## config.mk

```make
export PLATFORM = sky130hd
export DESIGN_NAME = popcount09_vecgen_flat
export DESIGN_NICKNAME = d
export VERILOG_FILES = /design/src/rtl/popcount09_pkg.sv /design/src/rtl/popcount09_vecgen_if.sv /design/src/rtl/popcount09_comb_next.sv /design/src/rtl/popcount09_vecgen.sv /design/src/flat_wrapper.sv
export SDC_FILE = /design/constraint.sdc
export NUM_CORES = 1
export LEC_CHECK = 0
export CAP_MARGIN = 5
export CORE_AREA = 2 2 68 70
export CTS_CLUSTER_DIAMETER = 200
export DETAILED_ROUTE_END_ITERATION = 10
export DIE_AREA = 0 0 70 72
export GPL_TIMING_DRIVEN = 0
export PLACE_DENSITY_LB_ADDON = 0.15
export RECOVER_POWER = 50
export SKIP_LAST_GASP = 1
export SLEW_MARGIN = 20
export SYNTH_ARGS = -nofsm -noshare
export SYNTH_HDL_FRONTEND = slang
export SYNTH_SLANG_ARGS = --single-unit
```

## constraint.sdc

```tcl
create_clock -name clk -period 6.75 [get_ports clk]
set_clock_uncertainty 0.1 [all_clocks]
set_input_delay 0.675 -clock clk [delete_from_list [all_inputs] [get_ports clk]]
set_output_delay 0.675 -clock clk [all_outputs]
set_load 0.02 [all_outputs]
```

## src/rtl/popcount09_pkg.sv

```systemverilog
// rtl/popcount09_pkg.sv - shared constants, state type and vector helpers for the weight-k enumerator
package popcount09_pkg;

  localparam int N     = 9;
  localparam int CNT_W = 4;
  localparam int IDX_W = 7;

  localparam logic [CNT_W-1:0] K_MAX = 4'd9;

  typedef enum logic {
    IDLE = 1'b0,
    RUN  = 1'b1
  } state_t;

  // Smallest N-bit value of weight kk: the kk low bits set.
  function automatic logic [N-1:0] first_vec(input logic [CNT_W-1:0] kk);
    return N'((10'(1) << kk) - 10'(1));
  endfunction

  // Largest N-bit value of weight kk: the kk high bits set.
  function automatic logic [N-1:0] last_vec(input logic [CNT_W-1:0] kk);
    return first_vec(kk) << (4'(N) - kk);
  endfunction

endpackage

```

## src/rtl/popcount09_vecgen_if.sv

```systemverilog
// rtl/popcount09_vecgen_if.sv - output vector stream with valid/ready handshake
import popcount09_pkg::*;

interface popcount09_vecgen_if;
  logic             out_valid;
  logic             out_ready;
  logic [N-1:0]     out_vec;
  logic [IDX_W-1:0] out_idx;
  logic             out_last;

  modport master (
    output out_valid,
    output out_vec,
    output out_idx,
    output out_last,
    input  out_ready
  );

  modport slave (
    input  out_valid,
    input  out_vec,
    input  out_idx,
    input  out_last,
    output out_ready
  );
endinterface

```

## src/rtl/popcount09_comb_next.sv

```systemverilog
// rtl/popcount09_comb_next.sv - next larger 9-bit value with the same popcount (Gosper step)
import popcount09_pkg::*;

module popcount09_comb_next (
  input  logic [N-1:0] v,
  output logic [N-1:0] nxt
);

  logic [N-1:0]     c;
  logic [N:0]       r;
  logic [CNT_W-1:0] tz;
  logic [4:0]       sh;
  logic [N-1:0]     spread;

  // Trailing-zero count; an all-zero input yields N so the shift clears everything.
  always_comb begin
    tz = CNT_W'(N);
    for (int i = N - 1; i >= 0; i--) begin
      if (v[i]) tz = CNT_W'(i);
    end
  end

  assign c      = v & (~v + N'(1));
  assign r      = {1'b0, v} + {1'b0, c};
  assign sh     = {1'b0, tz} + 5'd2;
  assign spread = N'((r ^ {1'b0, v}) >> sh);
  assign nxt    = r[N-1:0] | spread;

endmodule

```

## src/rtl/popcount09_vecgen.sv

```systemverilog
// rtl/popcount09_vecgen.sv - enumerates every 9-bit vector of weight k in ascending order
import popcount09_pkg::*;

module popcount09_vecgen (
  input  logic                clk,
  input  logic                rst,
  input  logic                start,
  input  logic [CNT_W-1:0]    k,
  output logic                busy,
  output logic                err,
  popcount09_vecgen_if.master vec
);

  state_t           state, state_nxt;
  logic [N-1:0]     vec_q, vec_nxt;
  logic [IDX_W-1:0] idx_q, idx_nxt;
  logic [CNT_W-1:0] k_q, k_nxt;
  logic             err_q, err_nxt;
  logic [N-1:0]     succ;
  logic             is_last;
  logic             xfer;

  popcount09_comb_next u_next (
    .v   (vec_q),
    .nxt (succ)
  );

  // Valid/last are derived from state so that reset leaves them low without extra flops.
  assign busy          = (state == RUN);
  assign vec.out_valid = busy;
  assign vec.out_vec   = vec_q;
  assign vec.out_idx   = idx_q;
  assign is_last       = busy && (vec_q == last_vec(k_q));
  assign vec.out_last  = is_last;
  assign xfer          = busy && vec.out_ready;
  assign err           = err_q;

  always_comb begin
    state_nxt = state;
    vec_nxt   = vec_q;
    idx_nxt   = idx_q;
    k_nxt     = k_q;
    err_nxt   = 1'b0;
    case (state)
      IDLE: begin
        if (start) begin
          if (k > K_MAX) begin
            err_nxt = 1'b1;
          end else begin
            vec_nxt   = first_vec(k);
            idx_nxt   = '0;
            k_nxt     = k;
            state_nxt = RUN;
          end
        end
      end
      RUN: begin
        if (xfer) begin
          if (is_last) begin
            state_nxt = IDLE;
          end else begin
            vec_nxt = succ;
            idx_nxt = idx_q + IDX_W'(1);
          end
        end
      end
      default: state_nxt = IDLE;
    endcase
  end

  always_ff @(posedge clk) begin
    if (rst) begin
      state <= IDLE;
      vec_q <= '0;
      idx_q <= '0;
      k_q   <= '0;
      err_q <= 1'b0;
    end else begin
      state <= state_nxt;
      vec_q <= vec_nxt;
      idx_q <= idx_nxt;
      k_q   <= k_nxt;
      err_q <= err_nxt;
    end
  end

endmodule

```

## src/flat_wrapper.sv

```systemverilog
// flat-port wrapper written by rule: the top's interface ports become plain ports
module popcount09_vecgen_flat 
  (clk, rst, start, k, busy, err, vec_out_valid, vec_out_vec, vec_out_idx, vec_out_last, vec_out_ready);
  popcount09_vecgen_if vec_i ();
  input  logic clk;
  input  logic rst;
  input  logic start;
  input  logic [CNT_W-1:0] k;
  output logic busy;
  output logic err;
  output wire logic [$bits(vec_i.out_valid)-1:0] vec_out_valid;
  output wire logic [$bits(vec_i.out_vec)-1:0] vec_out_vec;
  output wire logic [$bits(vec_i.out_idx)-1:0] vec_out_idx;
  output wire logic [$bits(vec_i.out_last)-1:0] vec_out_last;
  input wire logic [$bits(vec_i.out_ready)-1:0] vec_out_ready;
  assign vec_out_valid = vec_i.out_valid;
  assign vec_out_vec = vec_i.out_vec;
  assign vec_out_idx = vec_i.out_idx;
  assign vec_out_last = vec_i.out_last;
  assign vec_i.out_ready = vec_out_ready;
  popcount09_vecgen u_core (.clk(clk), .rst(rst), .start(start), .k(k), .busy(busy), .err(err), .vec(vec_i));
endmodule
```

# [Yosys cells after proc, flatten, opt, wreduce, memory -nomap -nowiden]
# Index checks and enable logic that the tools add are counted.
[totals] input_bits=8 register_bits=22 elab_cells=59 out_inout_bits=20
[op_classes] n_addsub=7 magnitude_cmp=1 bitwise=7 muxes=25 shifts=4 n_eq_ne=5 reduce_logical=5
[op_table] operator="9-bit 2-to-1 mux" n=4
[op_table] operator="4-bit 2-to-1 mux" n=8
[op_table] operator="7-bit 2-to-1 mux" n=4
[op_table] operator="9-bit case mux with 2 select lines" n=1
[op_table] operator="1-bit by 4-bit left shift with 9-bit output, first input constant" n=2
[op_table] operator="9-bit by 2-bit subtractor with 9-bit output, second input constant" n=2
[op_table] operator="7-bit case mux with 2 select lines" n=1
[op_table] operator="9-bit by 9-bit adder with 10-bit output" n=1
[op_table] operator="10-bit by 5-bit >> shifter with 9-bit output" n=1
[op_table] operator="10-bit by 9-bit XOR with 10-bit output" n=1
[op_table] operator="9-bit by 1-bit adder with 9-bit output, second input constant" n=1
[op_table] operator="9-bit bitwise AND" n=1
[op_table] operator="9-bit equality test" n=1
[op_table] operator="9-bit NOT" n=1
[op_table] operator="9-bit OR" n=1
[op_table] operator="9-bit by 4-bit left shift with 9-bit output" n=1
[op_table] operator="2-bit inequality test, second input constant" n=4
[op_table] operator="7-bit by 1-bit adder with 7-bit output, second input constant" n=1
[op_table] operator="1-bit 2-to-1 mux" n=6
[op_table] operator="4-bit by 2-bit adder with 5-bit output, second input constant" n=1
[op_table] operator="4-bit > comparator, second input constant" n=1
[op_table] operator="4-bit AND reduction" n=1
[op_table] operator="4-bit subtractor, first input constant" n=1
[op_table] operator="1-bit NOT" n=3
[op_table] operator="4 further kinds" n=5

# [Logic depth before layout (Yosys ltp)]
[logic_depth] word_depth=15 depth_mapped=14 mapped_depth_nobuf=11

# [By module]
# Synthesis repeated with hierarchy kept, for this count alone.
[unflattened] cells_unflattened=360 area_unflattened_um2=2562.5
[by_module_without_submodules] module="popcount09_vecgen" cells_each=235 instances=1 area_per_inst_um2=1803.0 seq_area_each_um2=440.4
[by_module_without_submodules] module="popcount09_comb_next" cells_each=125 instances=1 area_per_inst_um2=759.5 seq_area_each_um2=0.0

# [Least setup slack after synthesis]
# Ideal clock, no wire load.
[synth_path] path_kind="reg2out" startpoint="reg u_core.k_q[3]" endpoint="out vec_out_last" arrival_ns=3.224 path_stages_with_launch=11 path_slack_ns=2.751 path_buffers=1 t_required_ns=5.975 cell_sequence="dfxtp_1 -> buf_2 -> nor3_1 -> nand2b_1 -> ha_1 -> o21a_1 -> or2_2 -> a22o_1 -> xnor2_1 -> nand4_1 -> a2111oi_0"
[synth_via] elab_chain_cells=5 elab_cells_between_ends=6 classes_between="add/sub (2); eq/ne (1); shift (2); reduce/logical (1)"
[synth_rtl] element="start: declaration" line="popcount09_vecgen.sv:17" text="logic [CNT_W-1:0] k_q, k_nxt;"
[synth_rtl] element="start signal: assignment" line="popcount09_vecgen.sv:82" text="k_q <= k_nxt;"
[synth_rtl] element="1-bit by 4-bit left shift with 9-bit output" line="popcount09_pkg.sv:17" text="return N'((10'(1) << kk) - 10'(1));"
[synth_rtl] element="9-bit by 2-bit subtractor with 9-bit output" line="popcount09_pkg.sv:17"
[synth_rtl] element="9-bit by 4-bit left shift with 9-bit output (*)" line="popcount09_pkg.sv:22" text="return first_vec(kk) << (4'(N) - kk);"
[synth_rtl] element="9-bit equality test (*)" line="popcount09_vecgen.sv:33" text="assign is_last = busy && (vec_q == last_vec(k_q));"
[synth_rtl] element="1-bit logical AND (*)" line="popcount09_vecgen.sv:33"
[synth_rtl] element="end: declaration" line="flat_wrapper.sv:14" text="output wire logic [$bits(vec_i.out_last)-1:0] vec_out_last;"
# Mark *: on every way between the ends. The rest lies on a longest branch, timed or not.

# [Worst setup path in the final report]
[layout_path] startpoint="reg u_core.k_q[1]" endpoint="out vec_out_last"
# Same word-level chain as after synthesis.

==> flow_summary.json <==
{
  "status": "finished clean",
  "cellPowerDensity_nw_per_um2": 221,
  "cp-end-kind": "primary output",
  "seq_area_frac_synth": 0.170,
  "nNetsFinal": 409,
  "cts_setup_buffers": 0,
  "rsz0062_at_grt": "no",
  "fillers": 391,
  "path_common_cell": "nand2_1",
  "hold_ws_ns": 0.388,
  "grtUsageTotal": 0.312,
  "post-route-period-util": 0.719,
  "num_io_pins": 28,
  "cts_made_buffers": 3,
  "grt_pass1_vias": 2639,
  "io_buffers": 25,
  "clock_sinks": 22,
  "drc": 0,
  "use_met1": 0.444,
  "antenna_found_initial": 0,
  "cp_data_arrival_time_ns": 4.08,
  "gr-total-overflow": 0,
  "post-route-util": 0.692,
  "hp-class": "reg -> reg",
  "synth_top_cell_by_area": "dfxtp_1",
  "drive_gt1_frac": 0.111,
  "pre_cts_slack_ns": 2.30,
  "die_area_sq_um": 5040,
  "avgRoutedWirePerCell_microns": 17.6,
  "yosys_warnings": 0,
  "finalHoldViolCount": 0,
  "synth.distinct_cells": 72,
  "gp_congestion": 0.948,
  "die_h_microns": 72,
  "avgSynthCellArea_sq_um": 7.05,
  "drt-vias-per-instance": 6.67,
  "n_antenna_cell": 0,
  "period_needed_ns": 4.85,
  "finalWorstSetupSlack_ns": 1.90,
  "setup_violations": 0,
  "async_reset_ff_frac": 0,
  "ctsHoldBuffers": 0,
  "rows": 24,
  "dr.pass1.iters": 5,
  "p_leak_uw": 0.00113,
  "crit_slowest_cell": "clkdlybuf4s50_1",
  "cp_cell_sequence": "clkbuf_1, nor3_1, nand2b_1, ha_1, a21oi_1, nand2_1, a31o_2, nor4_1, nand2_1, a2111oi_0, clkdlybuf4s50_1",
  "synth_cells": 367,
  "grt_pass1_wl_microns": 12900,
  "area_delta_synth_final_pct": 14.0,
  "worst_pin_slew_ns": 0.620,
  "synth_edf_count": 0,
  "fin_setup_tns_ns": 0,
  "syn_area_sq_um": 2590,
  "die_w_microns": 70,
  "busiest_layer": "met2",
  "ir_drop_uv": 119,
  "critical_path_class": "reg -> out",
  "cts_resized": 0,
  "root_buffer": "clkbuf_8",
  "slew_violations": 0,
  "clock_latency_ns": 0.27,
  "via_count": 2988,
  "cts_buffer_depth": 2,
  "grt.met3_usage": 0.0250,
  "crit_required_ns": 5.97,
  "h-tree-depth": 1,
  "cp_max_fo": 8,
  "ys.flop_type": "dfxtp_1",
  "hpwl_microns": 5910,
  "start_util": 0.607,
  "grt_use_met2": 0.504,
  "drtAntennaViolNets": 0,
  "drt_iter0_drc": 334,
  "synthTopCellsByArea": "dfxtp_1, o21ai_0, nand2_1, nor2_1, a21oi_1",
  "fmax_mhz": 206,
  "ys_ff_latch": 22,
  "grt_max_degree": 13,
  "relSlewSlack": 0.584,
  "synth_top_area_share": 0.170,
  "layout_common_cells": "nand2_1, nor2_1, o21ai_0",
  "synth_nets": 379,
  "drv_cap": 0,
  "cpPeakStageDelay_ns": 0.70,
  "crit_family": "simple AND/OR/NAND/NOR gates",
  "critPathBufInv": 2,
  "cts_tree": "built",
  "path_clk_slew_ns": 0.08,
  "core_area_sq_um": 4260,
  "drt_wl_total_microns": 7870,
  "start_kind": "register"
}
==> final timing paths <==
check	end	from	cells past startpoint	slack, ns
setup / recovery	vec_out_last	u_core.k_q[1]	11	1.90
setup reg to reg	u_core.vec.out_vec[2]	u_core.k_q[1]	12	2.89
hold reg to reg	u_core.vec.out_idx[5]	u_core.vec.out_idx[5]	2	0.39
hold / removal	u_core.vec.out_idx[5]	u_core.vec.out_idx[5]	2	0.39
==> cell type report <==
type | instances | area (sq um) | area share
Inverter | 10 | 37.5 | 0.0127
Multi-Input combinational cell | 299 | 1870 | 0.632
Tap cell | 52 | 65.1 | 0.0220
Sequential cell | 22 | 440 | 0.149
Clock buffer | 4 | 55.1 | 0.0187
Buffer | 36 | 238 | 0.0805
Timing Repair Buffer | 25 | 250 | 0.0848
==> kinds of logic (layout without fill, tap and decap cells) <==
logic type / after synthesis / in the layout / synth area share
AO/OA/AOI/OAI: 122 / 122 / 0.326
flip-flops: 22 / 22 / 0.170
XOR/XNOR: 11 / 11 / 0.0372
AND/OR/NAND/NOR: 155 / 155 / 0.310
buffers and inverters: 46 / 75 / 0.109
adder cells (fa/ha/maj): 4 / 4 / 0.0193
multiplexers: 7 / 7 / 0.0285
==> flip-flops by register name (all words and copies together), names as in the netlist <==
register            flops
u_core.err              1
u_core.vec.out_idx      7
u_core.vec.out_vec      9
u_core.k_q              4
u_core.busy             1
==> routing by layer <==
layer	routed length, microns	part of all wire
met5	0	0
met4	176	0.022
met2	3600	0.46
met1	3440	0.44
met3	654	0.083
==> Yosys cell counts (all sizes together), types with 6 or more instances <==
library cell / n
nand3: 13
clkbuf: 21
nor3: 14
nor2b: 10
buf: 15
a21oi: 21
or3: 9
nor2: 33
nand2: 33
a211oi: 6
nand4: 11
xnor2: 9
dfxtp: 22
o21ai: 33
a31oi: 6
inv: 9
==> metrics by stage <==
step                      area (sq um)  power (uW)  std cells
after global placement            2900         545        444
final                             2950         652        448
after floorplan                   2590         447        367
after CTS                         2960         646        448
after detailed placement          2900         549        444
after global routing              2950         692        448
==> worst register-to-register path, stage by stage, from the launching register on <==
cell and delay, ns:
dfxtp_1 0.30, clkbuf_1 0.17, nor3_1 0.53, nand2b_1 0.12, ha_1 0.37, a21oi_1 0.29
nand2_1 0.15, a31o_2 0.26, nor4_1 0.32, and3_2 0.31, a21oi_1 0.12, nor2_1 0.47
o21ai_0 0.20
==> report_power, final <==
group / internal (uW) / switching (uW) / leakage (uW)
combinational: 156 / 245 / 0.000921
clock: 52.1 / 43.9 / 0.0000288
sequential: 141 / 13.4 / 0.000180
total: 349 / 302 / 0.00113
(Power assumes the default switching activity.)
